<file path="config.mk">
export PLATFORM = sky130hd
export DESIGN_NAME = shift_reg_sequencer
export DESIGN_NICKNAME = d
export VERILOG_FILES = /design/src/rtl/shift_reg_sequencer_pkg.sv /design/src/rtl/shift_reg_sequencer_usr_core.sv /design/src/rtl/shift_reg_sequencer.sv
export SDC_FILE = /design/constraint.sdc
export NUM_CORES = 1
export LEC_CHECK = 0
export BUFFER_PORTS_ARGS = -buffer_cell sky130_fd_sc_hd__buf_2
export CAP_MARGIN = 15
export CORE_MARGIN = 4
export CORE_UTILIZATION = 40
export DETAILED_ROUTE_END_ITERATION = 10
export PLACE_DENSITY = 0.66
export REMOVE_ABC_BUFFERS = 1
export SYNTH_ARGS = -nofsm -noshare
export SYNTH_HDL_FRONTEND = slang
export SYNTH_SLANG_ARGS = --single-unit
</file>
<file path="constraint.sdc">
create_clock -name clk -period 2.5 [get_ports clk]
set_clock_uncertainty 0.15 [all_clocks]
set_input_delay 0 -clock clk [delete_from_list [all_inputs] [get_ports clk]]
set_output_delay 0 -clock clk [all_outputs]
set_load 0.005 [all_outputs]
</file>
<file path="src/rtl/shift_reg_sequencer_pkg.sv">
// Shared datapath mode codes and sequencer states for the shift register sequencer.
package shift_seq_pkg;

  localparam logic [1:0] MODE_HOLD = 2'b00;
  localparam logic [1:0] MODE_LOAD = 2'b01;
  localparam logic [1:0] MODE_SHR  = 2'b10;
  localparam logic [1:0] MODE_SHL  = 2'b11;

  typedef enum logic [1:0] {
    S_IDLE  = 2'd0,
    S_SHIFT = 2'd1,
    S_DONE  = 2'd2
  } state_t;

endpackage

</file>
<file path="src/rtl/shift_reg_sequencer_usr_core.sv">
// Universal shift register: hold, parallel load, shift toward bit 0, shift toward MSB.
module usr_core
  import shift_seq_pkg::*;
#(
  parameter int WIDTH = 4
) (
  input  logic             clk,
  input  logic             rst,
  input  logic [1:0]       mode,
  input  logic [WIDTH-1:0] d,
  output logic [WIDTH-1:0] q
);

  always_ff @(posedge clk or negedge rst) begin
    if (!rst) begin
      q <= '0;
    end else begin
      case (mode)
        MODE_LOAD: q <= d;
        MODE_SHR:  q <= {1'b0, q[WIDTH-1:1]};
        MODE_SHL:  q <= {q[WIDTH-2:0], 1'b0};
        default:   q <= q;
      endcase
    end
  end

endmodule

</file>
<file path="src/rtl/shift_reg_sequencer.sv">
// Serializes parallel words through usr_core, one bit per accepted serial beat.
module shift_reg_sequencer
  import shift_seq_pkg::*;
#(
  parameter int WIDTH = 4,
  parameter int CNT_W = $clog2(WIDTH + 1)
) (
  input  logic             clk,
  input  logic             rst,
  input  logic             in_valid,
  output logic             in_ready,
  input  logic [WIDTH-1:0] in_data,
  input  logic             in_msb_first,
  input  logic             abort,
  output logic             ser_valid,
  input  logic             ser_ready,
  output logic             ser_out,
  output logic [1:0]       mode,
  output logic [CNT_W-1:0] bit_cnt,
  output logic             busy,
  output logic             done
);

  localparam int IDX_W = $clog2(WIDTH);

  state_t           state;
  logic             msb_first;
  logic [CNT_W-1:0] cnt;
  logic [WIDTH-1:0] q;
  logic [WIDTH-1:0] core_d;
  logic [IDX_W-1:0] out_idx;

  // Abort in SHIFT clears the register by loading zero; DONE/IDLE already hold zero.
  always_comb begin
    mode   = MODE_HOLD;
    core_d = in_data;
    if (rst) begin
      case (state)
        S_IDLE: begin
          if (in_valid && !abort) mode = MODE_LOAD;
        end
        S_SHIFT: begin
          if (abort) begin
            mode   = MODE_LOAD;
            core_d = '0;
          end else if (ser_ready) begin
            mode = msb_first ? MODE_SHL : MODE_SHR;
          end
        end
        default: mode = MODE_HOLD;
      endcase
    end
  end

  always_ff @(posedge clk or negedge rst) begin
    if (!rst) begin
      state     <= S_IDLE;
      cnt       <= '0;
      msb_first <= 1'b0;
    end else if (abort) begin
      state <= S_IDLE;
      cnt   <= '0;
    end else begin
      case (state)
        S_IDLE: begin
          if (in_valid) begin
            state     <= S_SHIFT;
            cnt       <= CNT_W'(WIDTH);
            msb_first <= in_msb_first;
          end
        end
        S_SHIFT: begin
          if (ser_ready) begin
            cnt <= cnt - CNT_W'(1);
            if (cnt == CNT_W'(1)) state <= S_DONE;
          end
        end
        default: state <= S_IDLE;
      endcase
    end
  end

  usr_core #(.WIDTH(WIDTH)) u_core (
    .clk  (clk),
    .rst  (rst),
    .mode (mode),
    .d    (core_d),
    .q    (q)
  );

  assign out_idx   = msb_first ? IDX_W'(WIDTH - 1) : '0;
  assign ser_valid = (state == S_SHIFT);
  assign ser_out   = ser_valid & q[out_idx];
  assign in_ready  = (state == S_IDLE);
  assign busy      = (state != S_IDLE);
  assign done      = (state == S_DONE) && !abort;
  assign bit_cnt   = cnt;

endmodule

</file>
==> key figures, run 1 <==
Run status
  – Outcome: complete, no violations

Floorplan
  – Die Outline Area: roughly 0.0023 sq mm
  – Floorplan core area: roughly 0.0014 sq mm
  – Die height: 47.5 um
  – Starting utilization of the core area: 0.451
  – Cell row count: 13
  – Chip width: 47.5 um
  – Io pins: 20

Clock tree
  – Clock Sink Count: 10
  – Hold_buf cts: 11
  – TritonCTS clock tree: built
  – Setup Fix Bufs, Post-CTS: 0
  – CTS HTree Levels: 1
  – Max clock buf depth: 2
  – Number of CTS-inserted buffers: 3
  – Clock transition time at the flip-flop clock pins of the worst setup and hold paths: ~0.07 ns
  – Cell chosen for the clock root: sky130_fd_sc_hd__clkbuf_4
  – Resized cells post-CTS: 0
  – Clock insertion delay at the later pin of the skew report: around 0.27 ns

Setup path
  – Crit path launch type: flip-flop
  – Ordered cell list for the critical path: inv_1, ha_1, nand2_1, nor2_1, a2111oi_0, dlygate4sd3_1
  – Maximum net fanout on the critical path: 3
  – Critical path class: reg -> reg
  – Kind of end point of the critical path: flip-flop
  – Critical Path AT: slightly above 2 ns
  – Crit-path slowest cell: sky130_fd_sc_hd__dlygate4sd3_1
  – Reg2reg path depth: 6
  – Required time of the worst setup path: 2.56 ns
  – Slowest cell delay on critical path: 0.62 ns

Detailed routing
  – Antenna Nets Post-Route: 0
  – Average wire length per cell after detail routing: roughly 14 um
  – Post-route met1 wirelength: ~750 um
  – Highest routing layer actually used: met4
  – Met3 wire len: 110 um
  – Detailed router's first-iteration violation count: 13
  – First-pass DRT Iterations: 4
  – DRC errors left: 0
  – Total length of routed met2 wires: between 700 and 800 um
  – Number of vias in the routed layout: 650
  – Final WL: around 1.7 mm
  – Via count normalized by instance count: 5.56

Synth
  – Total of warnings raised by yosys: 0
  – Post-synth cell types: 29
  – Synthesized instance count: around 70
  – Post-synth design cell area: 623 sq um
  – Sequential cell area fraction in the yosys report: 0.402
  – Average footprint of a synthesized cell: 8.78 sq um
  – Count of state elements after synthesis: 10

Pwr
  – Static leakage: roughly 0.43 nW
  – IR Drop Worst-Case VDD: ~0.3 mV
  – Switching power: 0.134 mW
  – Pint: 0.295 mW
  – Power density over the cells: 503 mW/mm^2
  – Net switching fraction of the power: 0.312
  – Clock share of power: 0.269
  – Total design power: between 0.4 and 0.5 mW
  – Part of the total power dissipated in combinational logic: 0.247
  – Fraction of power consumed by sequential logic: 0.484

Global route
  – Grt total ovfl: 0
  – First-pass GRT wire length: approximately 2.8 mm
  – Largest net degree at the start of global routing: 13
  – GRT Util Overall: 0.181
  – Vias in the first global route: ~630
  – Antenna violations before repair: 0

Timing
  – Pins Over Slew Limit: 0
  – Minimum period implied by the final worst setup slack: about 2.0 ns
  – Final worst-path cycle share: 0.798
  – Setup repair after global routing missed its margin: false
  – Worst hold-check slack: 0.0224 ns
  – Setup violators final: 0
  – Final sum of negative setup slack: 0 ns
  – Actual slew at the worst max-slew pin: about 0.49 ns
  – Maximum achievable frequency: between 500 and 600 MHz
  – Number of failing hold endpoints at the final stage: 0
  – Max-Slew Margin vs Limit: 0.670
  – Setup WS post-layout: ~0.50 ns

Cells and area
  – Diodes inserted: 0
  – Number of inserted filler cells in the final layout: ~130
  – Area of all sequential standard cells: about 250 sq um
  – Share of final-layout standard cells stronger than drive strength 1: 0.265
  – Synth-to-Final Area Change: 36.9%
  – Multi-input logic area: roughly 320 sq um
  – Final nets: around 120
  – Count of non-filler cells in the finished layout: between 100 and 150

Placed design
  – Number of port buffers: 19
  – Placement-stage worst setup slack: 0.829 ns
  – Detailed placement HPWL: between 1 and 1.5 mm
  – Total placed cells including tap cells: between 100 and 150
  – Weighted congestion at the end of routability-driven global placement: slightly above 0.8

Worst hold path
  – Hold Path Depth: 3
  – Tightest Hold Check Type: in -> reg

Flow run
  – Number of violations of the max-capacitance limit: 0
worst max-delay path, delay by kind of cell, from the launching register on:
family	cells	cell delay [ns]
AO/OA/AOI/OAI	1	0.44
adder cells (fa/ha/maj)	1	0.18
buffers and inverters	2	0.69
flip-flops	1	0.35
AND/OR/NAND/NOR	2	0.12
kinds of logic (layout without fill, tap and decap cells):
kind of cell | count (synthesis) | in the layout | synth area share
compound gates | 22 | 22 | 0.229
fa+ha+maj | 2 | 2 | 0.0402
buf+inv | 11 | 42 | 0.0803
flops | 10 | 10 | 0.402
mux | 3 | 3 | 0.0502
simple gates | 23 | 23 | 0.199
placed cells by master, fill, tap and decap left out, drive strengths merged, types with 3 or more instances in the layout:
cell type    instances
nand2                6
a21oi                4
nor2                 7
inv                  9
nand2b               4
dfrtp               10
buf                 19
o21ai                7
dlygate4sd3         11
clkbuf               3
worst paths after layout:
path,slack [ns],to,start
worst min register to register,0.41,msb_first,msb_first
worst min-delay path,0.02,bit_cnt[2],abort
worst max register to register,0.50,state[0],bit_cnt[1]
min in group asynchronous,0.69,bit_cnt[0],rst
worst max-delay path,0.50,state[0],bit_cnt[1]
max in group asynchronous,1.18,u_core.q[3],rst
sequential cells by signal, indices dropped and copies added, names as in the netlist:
signal	cells
msb_first	1
bit_cnt	3
state	2
u_core.q	4
metrics by stage:
step                      area, sq um   util
final                             853  0.617
after global routing              853  0.617
after CTS                         853  0.617
after detailed placement          721  0.521
after global placement            721  0.521
after floorplan                   607      -
cell usage after synthesis (all sizes together):
master	count	share of area
dfrtp	10	0.40
inv	9	0.054
nor2	7	0.042
o21ai	7	0.056
nand2	6	0.036
a21oi	4	0.032
nand2b	4	0.040
a22oi	2	0.024
a32oi	2	0.028
buf	2	0.026
ha	2	0.040
mux2i	2	0.032
a2111oi	1	0.014
a221o	1	0.016
a31o	1	0.014
a31oi	1	0.010
and3b	1	0.014
and4bb	1	0.020
mux2	1	0.018
nor2b	1	0.010
nor3b	1	0.012
nor4	1	0.010
o211ai	1	0.012
o21bai	1	0.012
o22ai	1	0.010
or3b	1	0.014
power by group through the flow:
stage | Clock (mW) | Sequential (mW) | Combinational [mW]
6_report | 0.115 | 0.208 | 0.106
5_1_grt | 0.125 | 0.211 | 0.121
4_1_cts | 0.119 | 0.207 | 0.106
3_5_place_dp | 0 | 0.210 | 0.0926
3_3_place_gp | 0 | 0.209 | 0.0908
2_1_floorplan | 0 | 0.205 | 0.0562
area by class of cell:
type                    instances  area share
clock buffers                   3      0.0264
inverters                       9      0.0396
multi-input cells              50       0.378
flip-flops and latches         10       0.293
well taps                      15      0.0220
repair buffers                 30       0.240
metal layers:
layer / GRT usage / up-vias
met2: 0.283 / 22
met5: 0 / -
li1: - / 315
met4: 0.105 / 0
met3: 0.0602 / 5
met1: 0.216 / 308
No activity file was read; power rests on OpenSTA's default activity.
==> run 2, diff against run 1 <==
- ABC_AREA: not set -> 1
- PLACE_DENSITY: 0.66 -> 0.65
- clock period: 2.5 -> 1.96 ns (I/O delays scaled with it)
==> run 2 against run 1 <==
Effect of this change:
- sequential cell count did not move
- die area rose by 12%
- worst setup slack got worse by 0.42 ns
- non-clock buffer count rose by 1
- synthesized area rose by 15%
- fmax rose by 6.5%
- synthesized cell count rose by 41%
- clock power rose by 62%
- critical path depth rose by 2
- final area rose by 16%
- sequential power rose by 44%
- global-route usage fell by 4.5 points
- critical path type unchanged
- largest power group unchanged
- highest routed layer unchanged
==> key figures, run 2 <==
Clock tree
  – Number of CTS-inserted buffers: 3 (unchanged)
  – Clock Sink Count: 10 (unchanged)
  – Cell chosen for the clock root: sky130_fd_sc_hd__clkbuf_4
  – Max clock buf depth: 2 (unchanged)
  – Clock insertion delay at the later pin of the skew report: 0.27 ns (about the same)
  – CTS HTree Levels: 1 (unchanged)
  – TritonCTS clock tree: built
  – Clock transition time at the flip-flop clock pins of the worst setup and hold paths: 0.06 ns (about the same)

Global route
  – GRT Util Overall: 0.137 (-0.0447)
  – Global-route met3 utilization: 0.0178 (-0.0423)
  – Antenna violations before repair: 0 (unchanged)
  – First-pass GRT wire length: 2.67 mm (-3.3%)
  – Global-route track usage on met1: 0.185 (-0.0318)
  – Met2 track utilization from global routing: 0.211 (-0.0726)
  – Vias in the first global route: 631 (+0.48%)
  – Largest net degree at the start of global routing: 11 (-2)
  – Gr busiest metal: met2
  – Grt total ovfl: 0 (unchanged)

Detailed routing
  – Detailed router's first-iteration violation count: 12 (-1)
  – Final WL: 1.60 mm (-4.3%)
  – First-pass DRT Iterations: 4 (unchanged)
  – Average wire length per cell after detail routing: 10.1 um (-30%)
  – Antenna Nets Post-Route: 0 (unchanged)
  – Number of vias in the routed layout: 721 (+11%)
  – DRC errors left: 0 (unchanged)
  – Via count normalized by instance count: 4.53 (-18%)

Timing
  – Pins Over Slew Limit: 0 (unchanged)
  – Final worst-path cycle share: 0.956 (+0.158)
  – Setup violators final: 0 (unchanged)
  – Final sum of negative setup slack: 0 ns (unchanged)
  – Max-Slew Margin vs Limit: 0.775 (+0.105)
  – Maximum achievable frequency: 534 MHz (+6.5%)
  – Number of failing hold endpoints at the final stage: 0 (unchanged)
  – Actual slew at the worst max-slew pin: 0.336 ns (-0.157 ns)
  – Minimum period implied by the final worst setup slack: 1.87 ns (-0.122 ns)
  – Setup WS post-layout: 0.0869 ns (-0.418 ns)

Floorplan
  – Starting utilization of the core area: 0.419 (-0.0316)
  – Io pins: 20 (unchanged)
  – Chip width: 50.3 um (+6.0%)
  – Die height: 50.3 um (+6.0%)
  – Die Outline Area: 0.00253 sq mm (+12%)
  – Cell row count: 15 (+2)
  – Floorplan core area: 0.00171 sq mm (+24%)

Cells and area
  – Most frequent cells in the layout: sky130_fd_sc_hd__nand2_1 (24), sky130_fd_sc_hd__buf_2 (19), sky130_fd_sc_hd__inv_1 (16)
  – Synth-to-Final Area Change: 38.3%
  – Final core utilization: 0.579 (-0.0377)
  – Share of final-layout standard cells stronger than drive strength 1: 0.321 (+0.0562)
  – Number of inserted filler cells in the final layout: 160 (+21%)
  – Multi-input logic area: 392 sq um (+21%)
  – Largest register by flop count: u_core.q
  – Flip-flop count of the largest register, all copies and words added: 4 (unchanged)
  – Post-Layout Inst Area: 990 sq um (+16%)
  – Commonest non-fill, non-tap cell in the layout: sky130_fd_sc_hd__nand2_1
  – Diodes inserted: 0 (unchanged)
  – Area of all sequential standard cells: 251 sq um (+0.50%)
  – Final nets: 147 (+27%)

Run status
  – Outcome: complete, no violations

Setup path
  – Total buffers and inverters traversed by the critical path: 3 (+1)
  – Ordered cell list for the critical path: inv_2, nor2_4, nand2_1, a31oi_2, nor2_1, nand3_1, dlygate4sd3_1, inv_1
  – Crit-path slowest cell: sky130_fd_sc_hd__dlygate4sd3_1
  – Slowest cell delay on critical path: 0.55 ns (-0.07 ns)
  – Critical Path AT: 1.90 ns (-0.15 ns)
  – Crit path launch type: flip-flop
  – Startpoint of the lowest-slack register-to-register path: state[0]
  – CP delay by family, top: buffers and inverters
  – CP startpoint: state[0]
  – Required time of the worst setup path: 1.98 ns (-0.58 ns)
  – Critical path class: reg -> reg
  – Maximum net fanout on the critical path: 5 (+2)
  – Kind of end point of the critical path: flip-flop

Synth
  – Synthesized instance count: 100 (+41%)
  – Proportion of synthesized area in mux cells: 0 (-0.0502)
  – Number of enable-type register cells in the synthesized netlist: 0 (unchanged)
  – Post-synth design cell area: 716 sq um (+15%)
  – Complex-gate fraction of the synthesized area: 0.0507 (-0.178)
  – Post-synthesis xor/xnor area fraction: 0.0122 (+0.0122)
  – Dominant cell by count in the synthesized netlist: sky130_fd_sc_hd__nand2_1
  – Combinational family with the most area after synthesis: simple AND/OR/NAND/NOR gates
  – Total of warnings raised by yosys: 0 (unchanged)
  – Count of state elements after synthesis: 10 (unchanged)
  – Main area contributors after synthesis: sky130_fd_sc_hd__dfrtp_1 (35%), sky130_fd_sc_hd__nand2_1 (13%), sky130_fd_sc_hd__inv_1 (8.4%)
  – Adder-cell share of the synthesized area: 0.0350 (-0.00520)
  – Sequential cell area fraction in the yosys report: 0.350 (-0.0520)
  – Average footprint of a synthesized cell: 7.16 sq um (-18%)
  – Top cells by count, synth: sky130_fd_sc_hd__nand2_1 (24), sky130_fd_sc_hd__inv_1 (16), sky130_fd_sc_hd__nor2_1 (13)
  – Synth Flop Type: sky130_fd_sc_hd__dfrtp_1
  – Share of the synthesized area in the top cell type: 0.350 (-0.0520)
  – Post-synth cell types: 25 (-14%)
  – Post-synthesis simple-gate area fraction: 0.434 (+0.235)
  – Synth area leader: sky130_fd_sc_hd__dfrtp_1
  – Fraction of registers with async set or reset after synthesis: 1.00 (unchanged)

Placed design
  – Placement-stage worst setup slack: 0.470 ns (-0.359 ns)
  – Detailed placement HPWL: 1.19 mm (+5.4%)
  – Placed instance area: 836 sq um (+16%)
  – Number of port buffers: 19 (unchanged)
  – Weighted congestion at the end of routability-driven global placement: 0.834 (+2.2%)

Pwr
  – IR Drop Worst-Case VDD: 0.416 mV (+39%)
  – Power density over the cells: 764 mW/mm^2 (+52%)
  – Total design power: 0.756 mW (+76%)
  – Static leakage: 0.574 nW (+33%)

Worst hold path
  – Tightest Hold Check Type: in -> reg
  – Hold path startpoint: ser_ready

Flow run
  – Number of violations of the max-capacitance limit: 0 (unchanged)
run 2: cell types whose count changed after synthesis, sizes merged, moves of 4 or more:
cell and delta:
nand2 +23, inv +10, nand3 +10, nor2 +9, nand2b -4, o21ai -4
run 2: tightest hold or removal path: stages:
cell and delay [ns]:
sky130_fd_sc_hd__buf_2 0.13, sky130_fd_sc_hd__a31oi_2 0.16, sky130_fd_sc_hd__or2_2 0.12
run 2: logic make-up after synthesis:
logic type               count (synthesis)
XOR/XNOR                                 1
adder cells (fa/ha/maj)                  2
AO/OA/AOI/OAI                            6
buffers and inverters                   20
AND/OR/NAND/NOR                         61
flip-flops                              10
run 2: power by group:
group | switching [mW] | leakage [nW] | internal [mW]
registers | 0.0421 | 0.121 | 0.257
logic | 0.149 | 0.432 | 0.122
clock network | 0.0730 | 0.0210 | 0.113
total | 0.264 | 0.574 | 0.492
run 2: timing repair:
| action | in CTS | in global routing |
|---|---|---|
| buffers inserted | 0 | 2 |
| hold buffers | 9 | 0 |
| hold endpoints to repair | 17 | 0 |
| endpoints found under the setup margin | 0 | 1 |
| resized for setup | 0 | 3 |
run 2: metrics by stage:
stage          hold slack [ns]  instances
6_report                0.0202        159
5_1_grt                 0.0487        159
4_1_cts                 0.0295        157
3_5_place_dp            -0.289        144
3_3_place_gp            -0.292        144
2_1_floorplan           -0.446         99
run 2: cell type report:
class,count,area share
Inverter,19,0.0721
Clock buffer,4,0.0367
Sequential cell,10,0.254
Tap cell,25,0.0316
Timing Repair Buffer,31,0.210
Multi-Input combinational cell,70,0.396
run 2: worst paths after layout:
kind                              end  slack, ns  cells past startpoint
min in group asynchronous    state[1]       0.08                      3
setup reg to reg             state[1]       0.09                      8
setup / recovery             state[1]       0.09                      8
hold reg to reg            bit_cnt[2]       0.40                      2
max in group asynchronous   msb_first       0.82                      3
hold / removal               state[0]       0.02                      3
run 2: per-layer routing:
metal  wire length (um)  share of wire
met1                709           0.44
met2                778           0.49
met3                 79          0.049
met4                 34          0.021
met5                  0              0
